==> src/rtl/my_mc_ctrl.sv <==
// my_mc_ctrl -- multi-cycle control unit for a small RV32-style datapath.
//
// Sequences each instruction through FETCH -> DECODE -> EXEC -> (MEM) -> (WB)
// and drives the datapath strobes for each state. The decode outputs
// (ALU_Control, ImmSel, ALUSrc_B, MemtoReg) come combinationally from
// inst_field, which the external IR holds stable after IRWrite.
//
// Optional feature: define MY_MC_CTRL_TIMEOUT_EN to bound memory waits.
// In that build, TIMEOUT_CYCLES consecutive request-high cycles without an
// ack send the FSM to TRAP and set the sticky err flag. In the default build
// waits are unbounded and err is tied low.
//
// Ports:
//   clk          system clock, rising edge
//   rst          asynchronous active-low reset
//   inst_field   current instruction word
//   imem_req/ack instruction fetch handshake
//   dmem_req/we/ack  data access handshake (we: 1 store, 0 load)
//   IRWrite, PCWrite, RegWrite, Jump, Branch  datapath strobes
//   ALU_Control  ALU operation; ImmSel immediate format
//   MemtoReg     write-back source; ALUSrc_B  immediate as ALU operand B
//   state_out    current state encoding
//   illegal      sticky illegal-instruction flag; err  sticky timeout flag
module my_mc_ctrl #(
  parameter int TIMEOUT_CYCLES = 16
) (
  input  logic        clk,
  input  logic        rst,
  input  logic [31:0] inst_field,
  output logic        imem_req,
  input  logic        imem_ack,
  output logic        dmem_req,
  output logic        dmem_we,
  input  logic        dmem_ack,
  output logic        IRWrite,
  output logic        PCWrite,
  output logic [2:0]  ALU_Control,
  output logic [1:0]  ImmSel,
  output logic [1:0]  MemtoReg,
  output logic        ALUSrc_B,
  output logic        Jump,
  output logic        Branch,
  output logic        RegWrite,
  output logic [2:0]  state_out,
  output logic        illegal,
  output logic        err
);

  typedef enum logic [2:0] {
    FETCH  = 3'd0,
    DECODE = 3'd1,
    EXEC   = 3'd2,
    MEM    = 3'd3,
    WB     = 3'd4,
    TRAP   = 3'd7
  } state_t;

  localparam logic [6:0] OP_R    = 7'b0110011;
  localparam logic [6:0] OP_I    = 7'b0010011;
  localparam logic [6:0] OP_LW   = 7'b0000011;
  localparam logic [6:0] OP_SW   = 7'b0100011;
  localparam logic [6:0] OP_BEQ  = 7'b1100011;
  localparam logic [6:0] OP_JAL  = 7'b1101111;

  localparam logic [2:0] ALU_AND = 3'b000;
  localparam logic [2:0] ALU_OR  = 3'b001;
  localparam logic [2:0] ALU_ADD = 3'b010;
  localparam logic [2:0] ALU_XOR = 3'b011;
  localparam logic [2:0] ALU_SRL = 3'b101;
  localparam logic [2:0] ALU_SUB = 3'b110;
  localparam logic [2:0] ALU_SLT = 3'b111;

  state_t state_q, state_nxt;
  logic   illegal_q;

  logic [6:0] opcode;
  logic [2:0] funct3;
  logic       funct7_b5;
  logic       is_r, is_i, is_lw, is_sw, is_beq, is_jal;
  logic       f3_ok, legal;
  logic [2:0] alu_dec;
  logic [1:0] imm_dec;
  logic [1:0] m2r_dec;
  logic       srcb_dec;

  logic       mem_req_raw, mem_ack_raw;
  logic       tmo_fire;

  // Only opcode, funct3 and funct7[5] steer control; the rest of the word
  // belongs to the datapath.
  logic unused_inst;
  assign unused_inst = ^{inst_field[31], inst_field[29:15], inst_field[11:7]};

  assign opcode    = inst_field[6:0];
  assign funct3    = inst_field[14:12];
  assign funct7_b5 = inst_field[30];

  assign is_r   = (opcode == OP_R);
  assign is_i   = (opcode == OP_I);
  assign is_lw  = (opcode == OP_LW);
  assign is_sw  = (opcode == OP_SW);
  assign is_beq = (opcode == OP_BEQ);
  assign is_jal = (opcode == OP_JAL);

  // Instruction decode
  always_comb begin
    alu_dec  = ALU_ADD;
    f3_ok    = 1'b1;
    imm_dec  = 2'b00;
    m2r_dec  = 2'b00;
    srcb_dec = 1'b0;
    if (is_r || is_i) begin
      unique case (funct3)
        3'b000:  alu_dec = (is_r && funct7_b5) ? ALU_SUB : ALU_ADD;
        3'b111:  alu_dec = ALU_AND;
        3'b110:  alu_dec = ALU_OR;
        3'b010:  alu_dec = ALU_SLT;
        3'b100:  alu_dec = ALU_XOR;
        3'b101:  alu_dec = ALU_SRL;
        default: f3_ok   = 1'b0;   // funct3 001 and 011 are illegal
      endcase
    end else if (is_beq) begin
      alu_dec = ALU_SUB;
    end
    if (is_sw)  imm_dec = 2'b01;
    if (is_beq) imm_dec = 2'b10;
    if (is_jal) imm_dec = 2'b11;
    if (is_lw)  m2r_dec = 2'b01;
    if (is_jal) m2r_dec = 2'b10;
    srcb_dec = is_i || is_lw || is_sw;
  end

  assign legal = ((is_r || is_i) && f3_ok) || is_lw || is_sw || is_beq || is_jal;

  // The request/ack pair that belongs to the current wait state; acks seen
  // outside FETCH/MEM are ignored.
  assign mem_req_raw = (state_q == FETCH) || (state_q == MEM);
  assign mem_ack_raw = ((state_q == FETCH) && imem_ack) ||
                       ((state_q == MEM)   && dmem_ack);

`ifdef MY_MC_CTRL_TIMEOUT_EN
  localparam int CNT_W = $clog2(TIMEOUT_CYCLES + 1);

  logic [CNT_W-1:0] wait_cnt_q;
  logic             err_q;

  // Fires in the last allowed wait cycle, so TRAP is entered after exactly
  // TIMEOUT_CYCLES request-high cycles without an ack.
  assign tmo_fire = mem_req_raw && !mem_ack_raw &&
                    (wait_cnt_q == CNT_W'(TIMEOUT_CYCLES - 1));

  always_ff @(posedge clk or negedge rst) begin
    if (!rst) begin
      wait_cnt_q <= '0;
      err_q      <= 1'b0;
    end else begin
      if (mem_req_raw && !mem_ack_raw && (state_nxt == state_q))
        wait_cnt_q <= wait_cnt_q + 1'b1;
      else
        wait_cnt_q <= '0;
      if (tmo_fire)
        err_q <= 1'b1;
    end
  end

  assign err = err_q;
`else
  logic [31:0] unused_timeout;
  assign unused_timeout = 32'(TIMEOUT_CYCLES);
  assign tmo_fire       = 1'b0;
  assign err            = 1'b0;
`endif

  always_ff @(posedge clk or negedge rst) begin
    if (!rst) begin
      state_q   <= FETCH;
      illegal_q <= 1'b0;
    end else begin
      state_q <= state_nxt;
      if ((state_q == DECODE) && !legal)
        illegal_q <= 1'b1;
    end
  end

  // Next-state and strobe generation
  always_comb begin
    state_nxt = state_q;
    imem_req  = 1'b0;
    dmem_req  = 1'b0;
    dmem_we   = 1'b0;
    IRWrite   = 1'b0;
    PCWrite   = 1'b0;
    RegWrite  = 1'b0;
    Jump      = 1'b0;
    Branch    = 1'b0;
    unique case (state_q)
      FETCH: begin
        imem_req = 1'b1;
        if (imem_ack) begin
          IRWrite   = 1'b1;
          state_nxt = DECODE;
        end else if (tmo_fire) begin
          state_nxt = TRAP;
        end
      end
      DECODE: state_nxt = legal ? EXEC : TRAP;
      EXEC: begin
        if (is_beq) begin
          Branch    = 1'b1;
          PCWrite   = 1'b1;
          state_nxt = FETCH;
        end else if (is_jal) begin
          Jump      = 1'b1;
          RegWrite  = 1'b1;
          PCWrite   = 1'b1;
          state_nxt = FETCH;
        end else if (is_lw || is_sw) begin
          state_nxt = MEM;
        end else begin
          state_nxt = WB;
        end
      end
      MEM: begin
        dmem_req = 1'b1;
        dmem_we  = is_sw;
        if (dmem_ack) begin
          if (is_sw) begin
            PCWrite   = 1'b1;
            state_nxt = FETCH;
          end else begin
            state_nxt = WB;
          end
        end else if (tmo_fire) begin
          state_nxt = TRAP;
        end
      end
      WB: begin
        RegWrite  = 1'b1;
        PCWrite   = 1'b1;
        state_nxt = FETCH;
      end
      TRAP:    state_nxt = TRAP;
      default: state_nxt = TRAP;
    endcase

    // While reset is held every output reads zero, even though the state
    // register already sits in FETCH.
    if (!rst) begin
      imem_req = 1'b0;
      dmem_req = 1'b0;
      dmem_we  = 1'b0;
      IRWrite  = 1'b0;
      PCWrite  = 1'b0;
      RegWrite = 1'b0;
      Jump     = 1'b0;
      Branch   = 1'b0;
    end
  end

  assign ALU_Control = rst ? alu_dec  : 3'b000;
  assign ImmSel      = rst ? imm_dec  : 2'b00;
  assign MemtoReg    = rst ? m2r_dec  : 2'b00;
  assign ALUSrc_B    = rst ? srcb_dec : 1'b0;
  assign state_out   = state_q;
  assign illegal     = illegal_q;

endmodule
==> config.mk <==
export PLATFORM = sky130hd
export DESIGN_NAME = my_mc_ctrl
export DESIGN_NICKNAME = d
export VERILOG_FILES = /design/src/rtl/my_mc_ctrl.sv
export SDC_FILE = /design/constraint.sdc
export NUM_CORES = 1
export LEC_CHECK = 0
export ABC_CLOCK_PERIOD_IN_PS = 1700
export CAP_MARGIN = 20
export CORE_MARGIN = 4
export CORE_UTILIZATION = 27
export CTS_CLUSTER_DIAMETER = 60
export DETAILED_ROUTE_END_ITERATION = 7
export PLACE_DENSITY = 0.79
export SLEW_MARGIN = 40
export SYNTH_ARGS = -nofsm -noshare
export SYNTH_HDL_FRONTEND = slang
export SYNTH_SLANG_ARGS = --single-unit
==> constraint.sdc <==
create_clock -name clk -period 1.7 [get_ports clk]
set_input_delay 0.34 -clock clk [delete_from_list [all_inputs] [get_ports clk]]
set_output_delay 0.34 -clock clk [all_outputs]
set_load 0.02 [all_outputs]
==> metrics.csv <==
stage,metric,value,unit
clock_network,root buffer cell,clkbuf_4,
synth,Syn Inst Count,75,
global_routing,initial antenna violation count,0,
sta,Fin Hold WS,218,ps
synth,synth unique cells,34,
detailed_routing,drt pass-1 iters,4,
power_and_ir_drop,Leakage,0.562,nW
status,status,"finished, violations left",
final_layout,Fillers,155,
floorplan,row cnt,15,
power_and_ir_drop,Max rail drop VDD,0.288,mV
critical_path,crit end category,output pin,
floorplan,die area,2670,um2
floorplan,total I/O pin count,57,
sta,Max Clock Freq,565,MHz
sta,"Slew Viols, Final",0,
sta,Final period util,104,%
sta,clock skew,4.36,ps
synth,number of synthesis warnings,0,
detailed_routing,DR vias,883,
power_and_ir_drop,total power,0.371,mW
synth,mapped cell area,515,um2
synth,ys async rst share,100,%
clock_network,clk_lat worst skew,240,ps
final_layout,footprint of the multi-input gates,523,um2
clock_network,maximum root-to-sink buffer count,2,
sta,Fin. Hold Viols,0,
place,Placer Congestion,0.859,
synth,"top cells by count, synth","nor2_1 (9), nand3_1 (8), inv_1 (5)",
place,Port Buf Inserts,34,
clock_network,CTS clock-pin slew for the worst setup and hold paths,40,ps
critical_path,kind of critical path,input pin to output pin,
critical_path,CP max FO,3,
global_routing,Global Route Usage Sum,18.8,%
critical_path,CP Data Arrival Time,1430,ps
sta,final setup violation count,4,
synth,sequential area share after synthesis,19.4,%
place,"Cell Area, Placed",1170,um2
status,failing checks,negative setup slack,
detailed_routing,DRC,0,
floorplan,Core Region,1760,um2
clock_network,total CTS buffers,3,
sta,Setup TNS,-140,ps
global_routing,global-route wire length before repair,3.80,mm
clock_network,CTS Hold Bufs,0,
worst_hold_path,worst min path class,input pin to asynchronous set/reset pin,
detailed_routing,routed wire length,2.51,mm
global_routing,GRT overflow,0,
flow_run,Max Cap Viol,0,
place,HPWL Detailed,1.90,mm
final_layout,Inserted Diodes,0,
critical_path,CP Launch Type,input pin,
detailed_routing,WL/cell,14.6,um
detailed_routing,Via density,5.16,
clock_network,Max H-tree Level,1,
sta,RSZ-0062 raised after global routing,yes,
final_layout,fin cells,171,
critical_path,Worst Path Required,1360,ps
synth,Synth top area share,19.4,%
place,Placed Instances,167,
detailed_routing,Routed Antenna Nets,0,
floorplan,chip width,51.7,um
sta,crit path time final,1770,ps
final_layout,post-route cell area,1260,um2
final_layout,share of layout cells above drive strength 1,66.4,%
synth,"EDFF count, synth",0,
global_routing,vias in the first global route,869,
synth,Synth Area per Inst,6.87,um2
synth,top_reg_cell synth,dfrtp_1,
final_layout,Area Growth Syn to Fin,145,%
synth,Area contributors post-synth,"dfrtp_1 (19%), nand3_1 (7.8%), nor2_1 (6.6%), and3_1 (4.9%), or3_4 (4.4%)",
floorplan,Die H,51.7,um
sta,final worst setup slack,-70.4,ps
floorplan,Initial Utilization,29.2,%
synth,Synth Net Count,111,
clock_network,# clock sinks,4,
clock_network,CTS tree,built,
power_and_ir_drop,P per Cell Area,293,nW/um2
synth,register bit total from synthesis,4,
final_layout,# nets final,184,
synth,most common cell in the netlist,nor2_1,
synth,Yosys top cell by area,dfrtp_1,
final_layout,Reg area,103,um2
global_routing,largest net degree at the start of global routing,11,
detailed_routing,Initial DRC Count,13,
==> final cells by class <==
class | count | share of cell area, %
Multi-Input combinational cell | 63 | 41.4
Sequential cell | 4 | 8.12
Inverter | 5 | 1.68
Timing Repair Buffer | 71 | 44.6
Clock buffer | 3 | 1.78
Tap cell | 25 | 2.48
==> worst max-delay path, cell delays in order <==
cell and delay [ps]:
buf_6 100, or3_4 370, or3_4 350, nor3_4 130, buf_6 140
==> logic make-up after synthesis <==
family	synth area share, %
AND/OR/NAND/NOR	47.3
AO/OA/AOI/OAI	24.0
buffers and inverters	6.80
flip-flops	19.4
XOR/XNOR	1.70
other	0.727
==> metal layers <==
metal,vias to the layer above,wire (um),global-route usage (%)
li1,418,-,-
met1,433,952,20.3
met2,26,1400,36.7
met3,6,126,2.58
met4,0,29,6.11
met5,-,0,0
==> flip-flops by register name (all words and copies together), names as in the netlist <==
signal / flops
state_out: 3
illegal: 1
==> where the power goes <==
| part | internal (mW) | leakage, nW | switching [mW] | total [mW] |
|---|---|---|---|---|
| combinational | 0.0753 | 0.512 | 0.0713 | 0.147 |
| clock | 0.0792 | 0.0138 | 0.0415 | 0.121 |
| sequential | 0.101 | 0.0365 | 0.00221 | 0.103 |
| total | 0.256 | 0.562 | 0.115 | 0.371 |
==> layout by cell type, fill, tap and decap left out, drive strengths merged, types with 2 or more instances in the layout <==
master	Yosys	final
dlygate4sd2	0	4
nand2b	2	2
nor2	9	9
nor2b	3	3
inv	5	5
clkbuf	2	5
o21ai	3	3
nand2	4	4
nor3	4	4
nand3	8	8
a21o	2	2
a21oi	3	3
and3	5	5
dfrtp	4	4
and2	2	2
or3	3	3
clkdlybuf4s50	0	2
buf	1	61
==> final timing paths <==
| check | startpoint | to | slack (ps) | cells after the start |
|---|---|---|---|---|
| max | inst_field[2] | MemtoReg[0] | -70 | 5 |
| min | rst | illegal | 220 | 2 |
| max reg2reg | state_out[0] | state_out[0] | 390 | 4 |
| min reg2reg | illegal | illegal | 470 | 1 |
| max in group asynchronous | rst | state_out[1] | 1350 | 2 |
| min in group clk | illegal | illegal | 470 | 1 |
==> through the flow <==
| step | setup slack (ps) | utilization (%) |
|---|---|---|
| after floorplan | 18.6 | - |
| after global placement | -946 | 66.2 |
| after detailed placement | -991 | 66.2 |
| after CTS | -147 | 68.3 |
| after global routing | -109 | 71.6 |
| final | -70.4 | 71.6 |
==> repair_timing <==
action | 4_1_cts | 5_1_grt
pin swaps | 15 | 6
resized for setup | 143 | 22
endpoints found under the setup margin | 21 | 16
buffers inserted | 1 | 0
No activity file was read; power rests on OpenSTA's default activity.
